===== src/rtl/axis_pipeline_register.sv =====
// AXI4-Stream register slice: skid buffer (MODE 0), simple register (MODE 1) or bypass (MODE 2).
// Disabled sideband fields are tied to zero at the master side.
module axis_pipeline_register #(
    parameter int MODE           = 0,
    parameter int TREADY_RST_VAL = 0,
    parameter int ENABLE_TKEEP   = 1,
    parameter int ENABLE_TLAST   = 1,
    parameter int ENABLE_TID     = 0,
    parameter int ENABLE_TDEST   = 0,
    parameter int ENABLE_TUSER   = 0,
    parameter int TDATA_WIDTH    = 32,
    parameter int TUSER_WIDTH    = 1,
    parameter int TID_WIDTH      = 8,
    parameter int TDEST_WIDTH    = 8
) (
    input  logic                     clk,
    input  logic                     rst,
    output logic                     s_tready,
    input  logic                     s_tvalid,
    input  logic [TDATA_WIDTH-1:0]   s_tdata,
    input  logic [TDATA_WIDTH/8-1:0] s_tkeep,
    input  logic                     s_tlast,
    input  logic [TID_WIDTH-1:0]     s_tid,
    input  logic [TDEST_WIDTH-1:0]   s_tdest,
    input  logic [TUSER_WIDTH-1:0]   s_tuser,
    input  logic                     m_tready,
    output logic                     m_tvalid,
    output logic [TDATA_WIDTH-1:0]   m_tdata,
    output logic [TDATA_WIDTH/8-1:0] m_tkeep,
    output logic                     m_tlast,
    output logic [TID_WIDTH-1:0]     m_tid,
    output logic [TDEST_WIDTH-1:0]   m_tdest,
    output logic [TUSER_WIDTH-1:0]   m_tuser
);
    localparam int KEEP_WIDTH    = TDATA_WIDTH / 8;
    localparam int PAYLOAD_WIDTH = TDATA_WIDTH + KEEP_WIDTH + 1 + TID_WIDTH + TDEST_WIDTH + TUSER_WIDTH;
    localparam logic RST_READY   = (TREADY_RST_VAL != 0);

    logic [PAYLOAD_WIDTH-1:0] s_payload;
    logic [PAYLOAD_WIDTH-1:0] m_payload;
    logic                     m_valid;

    logic [TDATA_WIDTH-1:0] m_data;
    logic [KEEP_WIDTH-1:0]  m_keep;
    logic                   m_last;
    logic [TID_WIDTH-1:0]   m_id;
    logic [TDEST_WIDTH-1:0] m_dest;
    logic [TUSER_WIDTH-1:0] m_user;

    assign s_payload = {s_tdata, s_tkeep, s_tlast, s_tid, s_tdest, s_tuser};
    assign {m_data, m_keep, m_last, m_id, m_dest, m_user} = m_payload;

    assign m_tvalid = m_valid;
    assign m_tdata  = m_data;
    assign m_tkeep  = (ENABLE_TKEEP != 0) ? m_keep : '0;
    assign m_tlast  = (ENABLE_TLAST != 0) ? m_last : 1'b0;
    assign m_tid    = (ENABLE_TID   != 0) ? m_id   : '0;
    assign m_tdest  = (ENABLE_TDEST != 0) ? m_dest : '0;
    assign m_tuser  = (ENABLE_TUSER != 0) ? m_user : '0;

    if (MODE == 0) begin : g_skid
        logic                     out_valid;
        logic                     skid_valid;
        logic                     ready_q;
        logic                     out_valid_next;
        logic                     skid_valid_next;
        logic                     load_out_from_in;
        logic                     load_out_from_skid;
        logic                     load_skid;
        logic                     in_fire;
        logic                     out_free;
        logic [PAYLOAD_WIDTH-1:0] out_payload;
        logic [PAYLOAD_WIDTH-1:0] skid_payload;

        assign in_fire  = s_tvalid && ready_q;
        assign out_free = !out_valid || m_tready;

        always_comb begin
            // NOTE: every output gets a default first so no path can infer a latch.
            out_valid_next     = out_valid;
            skid_valid_next    = skid_valid;
            load_out_from_in   = 1'b0;
            load_out_from_skid = 1'b0;
            load_skid          = 1'b0;
            if (out_free) begin
                // ready_q is low whenever the skid holds a beat, so no input competes here
                if (skid_valid) begin
                    load_out_from_skid = 1'b1;
                    out_valid_next     = 1'b1;
                    skid_valid_next    = 1'b0;
                end else begin
                    load_out_from_in = in_fire;
                    out_valid_next   = in_fire;
                end
            end else if (in_fire) begin
                load_skid       = 1'b1;
                skid_valid_next = 1'b1;
            end
        end

        always_ff @(posedge clk) begin
            // NOTE: sequential state uses non-blocking assignments only.
            if (rst) begin
                out_valid  <= 1'b0;
                skid_valid <= 1'b0;
                ready_q    <= 1'b1;
            end else begin
                out_valid  <= out_valid_next;
                skid_valid <= skid_valid_next;
                ready_q    <= !skid_valid_next;
            end
        end

        // NOTE: payload registers carry no reset; the valid flags qualify them.
        always_ff @(posedge clk) begin
            if (load_out_from_skid) begin
                out_payload <= skid_payload;
            end else if (load_out_from_in) begin
                out_payload <= s_payload;
            end
            if (load_skid) begin
                skid_payload <= s_payload;
            end
        end

        // rst only overrides the flop value while asserted; m_tready never reaches s_tready
        assign s_tready  = rst ? RST_READY : ready_q;
        assign m_valid   = out_valid;
        assign m_payload = out_payload;
    end else if (MODE == 1) begin : g_simple
        logic                     out_valid;
        logic                     ready;
        logic [PAYLOAD_WIDTH-1:0] out_payload;

        assign ready = !out_valid || m_tready;

        always_ff @(posedge clk) begin
            if (rst) begin
                out_valid <= 1'b0;
            end else if (ready) begin
                out_valid <= s_tvalid;
            end
        end

        always_ff @(posedge clk) begin
            if (ready && s_tvalid) begin
                out_payload <= s_payload;
            end
        end

        assign s_tready  = rst ? RST_READY : ready;
        assign m_valid   = out_valid;
        assign m_payload = out_payload;
    end else begin : g_bypass
        assign s_tready  = m_tready;
        assign m_valid   = s_tvalid;
        assign m_payload = s_payload;
    end

endmodule


===== config.mk =====
export PLATFORM = sky130hd
export DESIGN_NAME = axis_pipeline_register
export DESIGN_NICKNAME = d
export VERILOG_FILES = /design/src/rtl/axis_pipeline_register.sv
export SDC_FILE = /design/constraint.sdc
export NUM_CORES = 1
export LEC_CHECK = 0
export BUFFER_PORTS_ARGS = -buffer_cell sky130_fd_sc_hd__buf_2
export CELL_PAD_IN_SITES_DETAIL_PLACEMENT = 1
export CELL_PAD_IN_SITES_GLOBAL_PLACEMENT = 2
export CORE_ASPECT_RATIO = 0.9
export CORE_MARGIN = 2
export CORE_UTILIZATION = 37
export DETAILED_ROUTE_END_ITERATION = 10
export GPL_TIMING_DRIVEN = 1
export PLACE_DENSITY_LB_ADDON = 0.05
export RECOVER_POWER = 50
export SETUP_SLACK_MARGIN = 0.02
export SYNTH_ARGS = -nofsm -noshare
export SYNTH_HDL_FRONTEND = slang
export SYNTH_SLANG_ARGS = --single-unit

===== constraint.sdc =====
create_clock -name clk -period 5.2 [get_ports clk]
set_input_delay 0.78 -clock clk [delete_from_list [all_inputs] [get_ports clk]]
set_output_delay 0.78 -clock clk [all_outputs]
set_load 0.03 [all_outputs]

# Word-level counts from Yosys, hierarchy flattened
# Index checks and enable logic that the tools add are counted.
# W data, S select, Z words.
word_totals:
  regBits: 111
  input_bits: 58
  out_inout_bits: 56
  wordCells: 22
classes:
  muxes: 12
  n_reduce_logical: 5
ops:
  columns: ["operator", "n"]
  rows:
  - ["$mux W54", 2]
  - ["$mux W1", 10]
  - ["$logic_not A1 Y1", 2]
  - ["$reduce_bool A2 Y1", 1]
  - ["$logic_and A1 B1 Y1", 1]
  - ["$logic_or A1 B1 Y1", 1]

# Depth between registers and ports, before layout
logic_depth:
  ltp_word: 5
  mapped_depth: 4
  depth_no_buf: 3

# Least setup slack after synthesis
# Ideal clock, no wire load.
synth_path:
  kind: "input to register"
  start: "input port s_tvalid"
  end: "register g_skid.out_payload[17] (enable)"
  setup_ns: 0.444
  t_arrival_ns: 2.693
  t_required_ns: 4.756
  setup_slack_ns: 2.063
  cell_stages: 2
  n_path_buf: 0
  cell_sequence: "a21oi_1 a21oi_1"
synth_via:
  elab_chain_cells: 4
synth_rtl:
  columns: ["item", "line_no", "text"]
  rows:
  - ["start, declared", "19", "input logic s_tvalid,"]
  - ["$logic_and A1 B1 Y1", "75", "assign in_fire = s_tvalid && ready_q;"]
  - ["$mux W1", "87", "if (skid_valid) begin"]
  - ["$mux W1", "85", "if (out_free) begin"]
  - ["$reduce_bool A2 Y1 (no source line)", null, null]
  - ["end signal, assigned", "117", "out_payload <= skid_payload;"]
  - ["end signal, assigned", "119", "out_payload <= s_payload;"]
  - ["end, declared", "72", "logic [PAYLOAD_WIDTH-1:0] out_payload;"]
# Every way passes these cells.
# A chain may end at the register's enable or synchronous reset.

# Worst setup path in the final report
layout_path:
  start: "input port s_tvalid"
  end: "register g_skid.out_payload[34] (enable)"
# Same word-level chain as after synthesis.

==> qor.yml <==
syn_area_um2: 3080
gr-total-overflow: 0
die_area_um2: 9070
end_kind: "flop"
h-tree-depth: 3
violations: "capacitance limit, slew limit"
cts_tree: "yes"
slew_headroom_pct: -18.5
cts_root_buffer: "clkbuf_8"
timing.final.crit_share_pct: 53.9
drt_iter0_drc: 37
dr_wl_met2_mm: 2.63
first_pass_iters: 4
crit_chain: "clkbuf_1, a21oi_1, a21oi_1, buf_4"
clk_latency_ns: 0.33
drive_gt1_share_pct: 25.6
cts_hold_buffers: 0
regArea_um2: 2280
final_cell_mix: "edfxtp_1 (74), clkbuf_1 (40), buf_2 (39)"
tightestPinTransition_ns: 1.78
portBuffers: 79
via_per_inst: 4.45
slew_viol_final: 57
start_util_pct: 38.2
met1_length_mm: 2.26
wl_met3_um: 419
cts.sinks: 77
final-hold-violation-count: 0
layout.nets: 291
clk_pin_slew_worst_paths_ns: 0.08
finalSetupViolCount: 0
whs_ns: 0.531
synth_cells: 146
cp.required_ns: 5.21
multi_input_area_um2: 537
antenna_found_initial: 0
dr_total_vias: 1499
reg2reg_slack_ns: 2.57
std_cell_rows: 31
globalRouteTotalUtil_pct: 12.2
finalWirelength_mm: 5.37
critical_path_arrival_ns: 2.82
die_w_um: 100
drcViolationCount: 0
synth_cell_types: 15
cts_max_path_buffers: 2
syn_to_final_growth_pct: 12.4
finClkSkew_ns: 0.00679
p_per_area_nw_per_um2: 354
cts_buffers: 9
cp_slowest_cell: "a21oi_1"
antenna_cells: 0
tns_ns: 0
ant_nets: 0
path_max_fanout: 20
highest_layer: "met4"
nFillCells: 841
startpoint_type: "input port"
ys_ff_latch: 77
final_common_cell: "edfxtp_1"
yosysSeqAreaShare_pct: 74.1
grt_max_degree: 38
cp_common_cell: "a21oi_1"
ir_drop_mv: 0.133
fp.dieH_um: 90.5
ys_warn_count: 0
max_freq_mhz: 357
total_leakage_power_nw: 1.25
grt_pass1_wl_mm: 8.29
place_congestion: 0.751
max_stage_delay_ns: 1.34
core_area_um2: 8070
hold_path.class: "reg2reg"
outcome: "finished with violations"
cts.repair.resized: 0
rsz0062_at_grt: "no"
fin_crit_ns: 2.80
maxCapViolCount: 2
dp.final_hpwl_mm: 3.62
grt_pass1_vias: 1600
crit_type: "in2reg"
wire_per_inst_um: 15.9
postCtsSetupBuffers: 0
synth.avg_cell_area_um2: 21.1
ios: 114
[stage by stage]
step	cell area (µm²)	power (mW)	setup WS, ns	std cells	util [%]
global route	3460	1.28	2.09	337	42.9
floorplan	3140	0.849	2.06	162	-
detailed placement	3500	0.888	2.81	321	43.3
global placement	3500	0.882	2.87	321	43.3
CTS	3650	1.26	3.19	337	45.3
finish	3460	1.22	2.40	337	42.9
[worst max-delay path: cells and delay by family]
family / cells / cell delay, ns
compound gates: 2 / 1.44
buf+inv: 2 / 0.59
[area by class of cell]
type | instances | area share (%)
Multi-Input combinational cell | 63 | 15.5
Timing Repair Buffer | 80 | 10.2
Sequential cell | 77 | 66.0
Inverter | 2 | 0.217
Clock buffer | 9 | 3.58
Clock inverter | 7 | 0.940
Tap cell | 99 | 3.58
[power by group]
| group | switching, mW | total [mW] | internal (mW) | leakage, nW |
|---|---|---|---|---|
| Clock | 0.206 | 0.371 | 0.165 | 0.0789 |
| Combinational | 0.0974 | 0.131 | 0.0336 | 0.452 |
| Sequential | 0.00699 | 0.722 | 0.715 | 0.719 |
[Yosys cell counts]
cell type	number	area, µm²
mux2_2	7	78.8
buf_12	3	60.1
buf_4	17	128
nand2b_4	1	13.8
conb_1	1	3.75
dfxtp_1	3	60.1
inv_1	2	7.51
edfxtp_1	74	2220
nor2_1	1	3.75
a21oi_1	3	15.0
nor2b_1	1	6.26
nand2_8	1	20.0
mux2_4	30	450
nand2_1	1	3.75
or3_1	1	6.26
[path summary, 6_finish.rpt]
path | start | to | cells past startpoint
worst min register to register | g_skid.skid_payload[20] | g_skid.out_payload[20] | 1
worst min-delay path | g_skid.skid_payload[20] | g_skid.out_payload[20] | 1
worst max-delay path | s_tvalid | g_skid.out_payload[34] | 4
worst max register to register | g_skid.ready_q | g_skid.out_payload[34] | 3
[kinds of logic (layout without fill, tap and decap cells)]
family	after synthesis	count (layout)	synth area share [%]
flops	77	77	74.1
mux	37	37	17.2
buf+inv	22	98	6.34
simple gates	6	6	1.75
compound gates	3	3	0.487
other cells	1	17	0.122
[state kept, by name, indices dropped and copies added, names as in the netlist]
signal,flops
g_skid.skid_payload,37
g_skid.skid_valid,1
g_skid.ready_q,1
m_tvalid,1
g_skid.out_payload,37
[per-layer routing]
metal | up-vias | GRT usage, %
met5 | - | 0
met4 | 0 | 3.77
met3 | 5 | 5.65
met2 | 64 | 20.4
met1 | 731 | 14.0
li1 | 699 | -
Note: power is estimated with default switching activity, not from simulation.
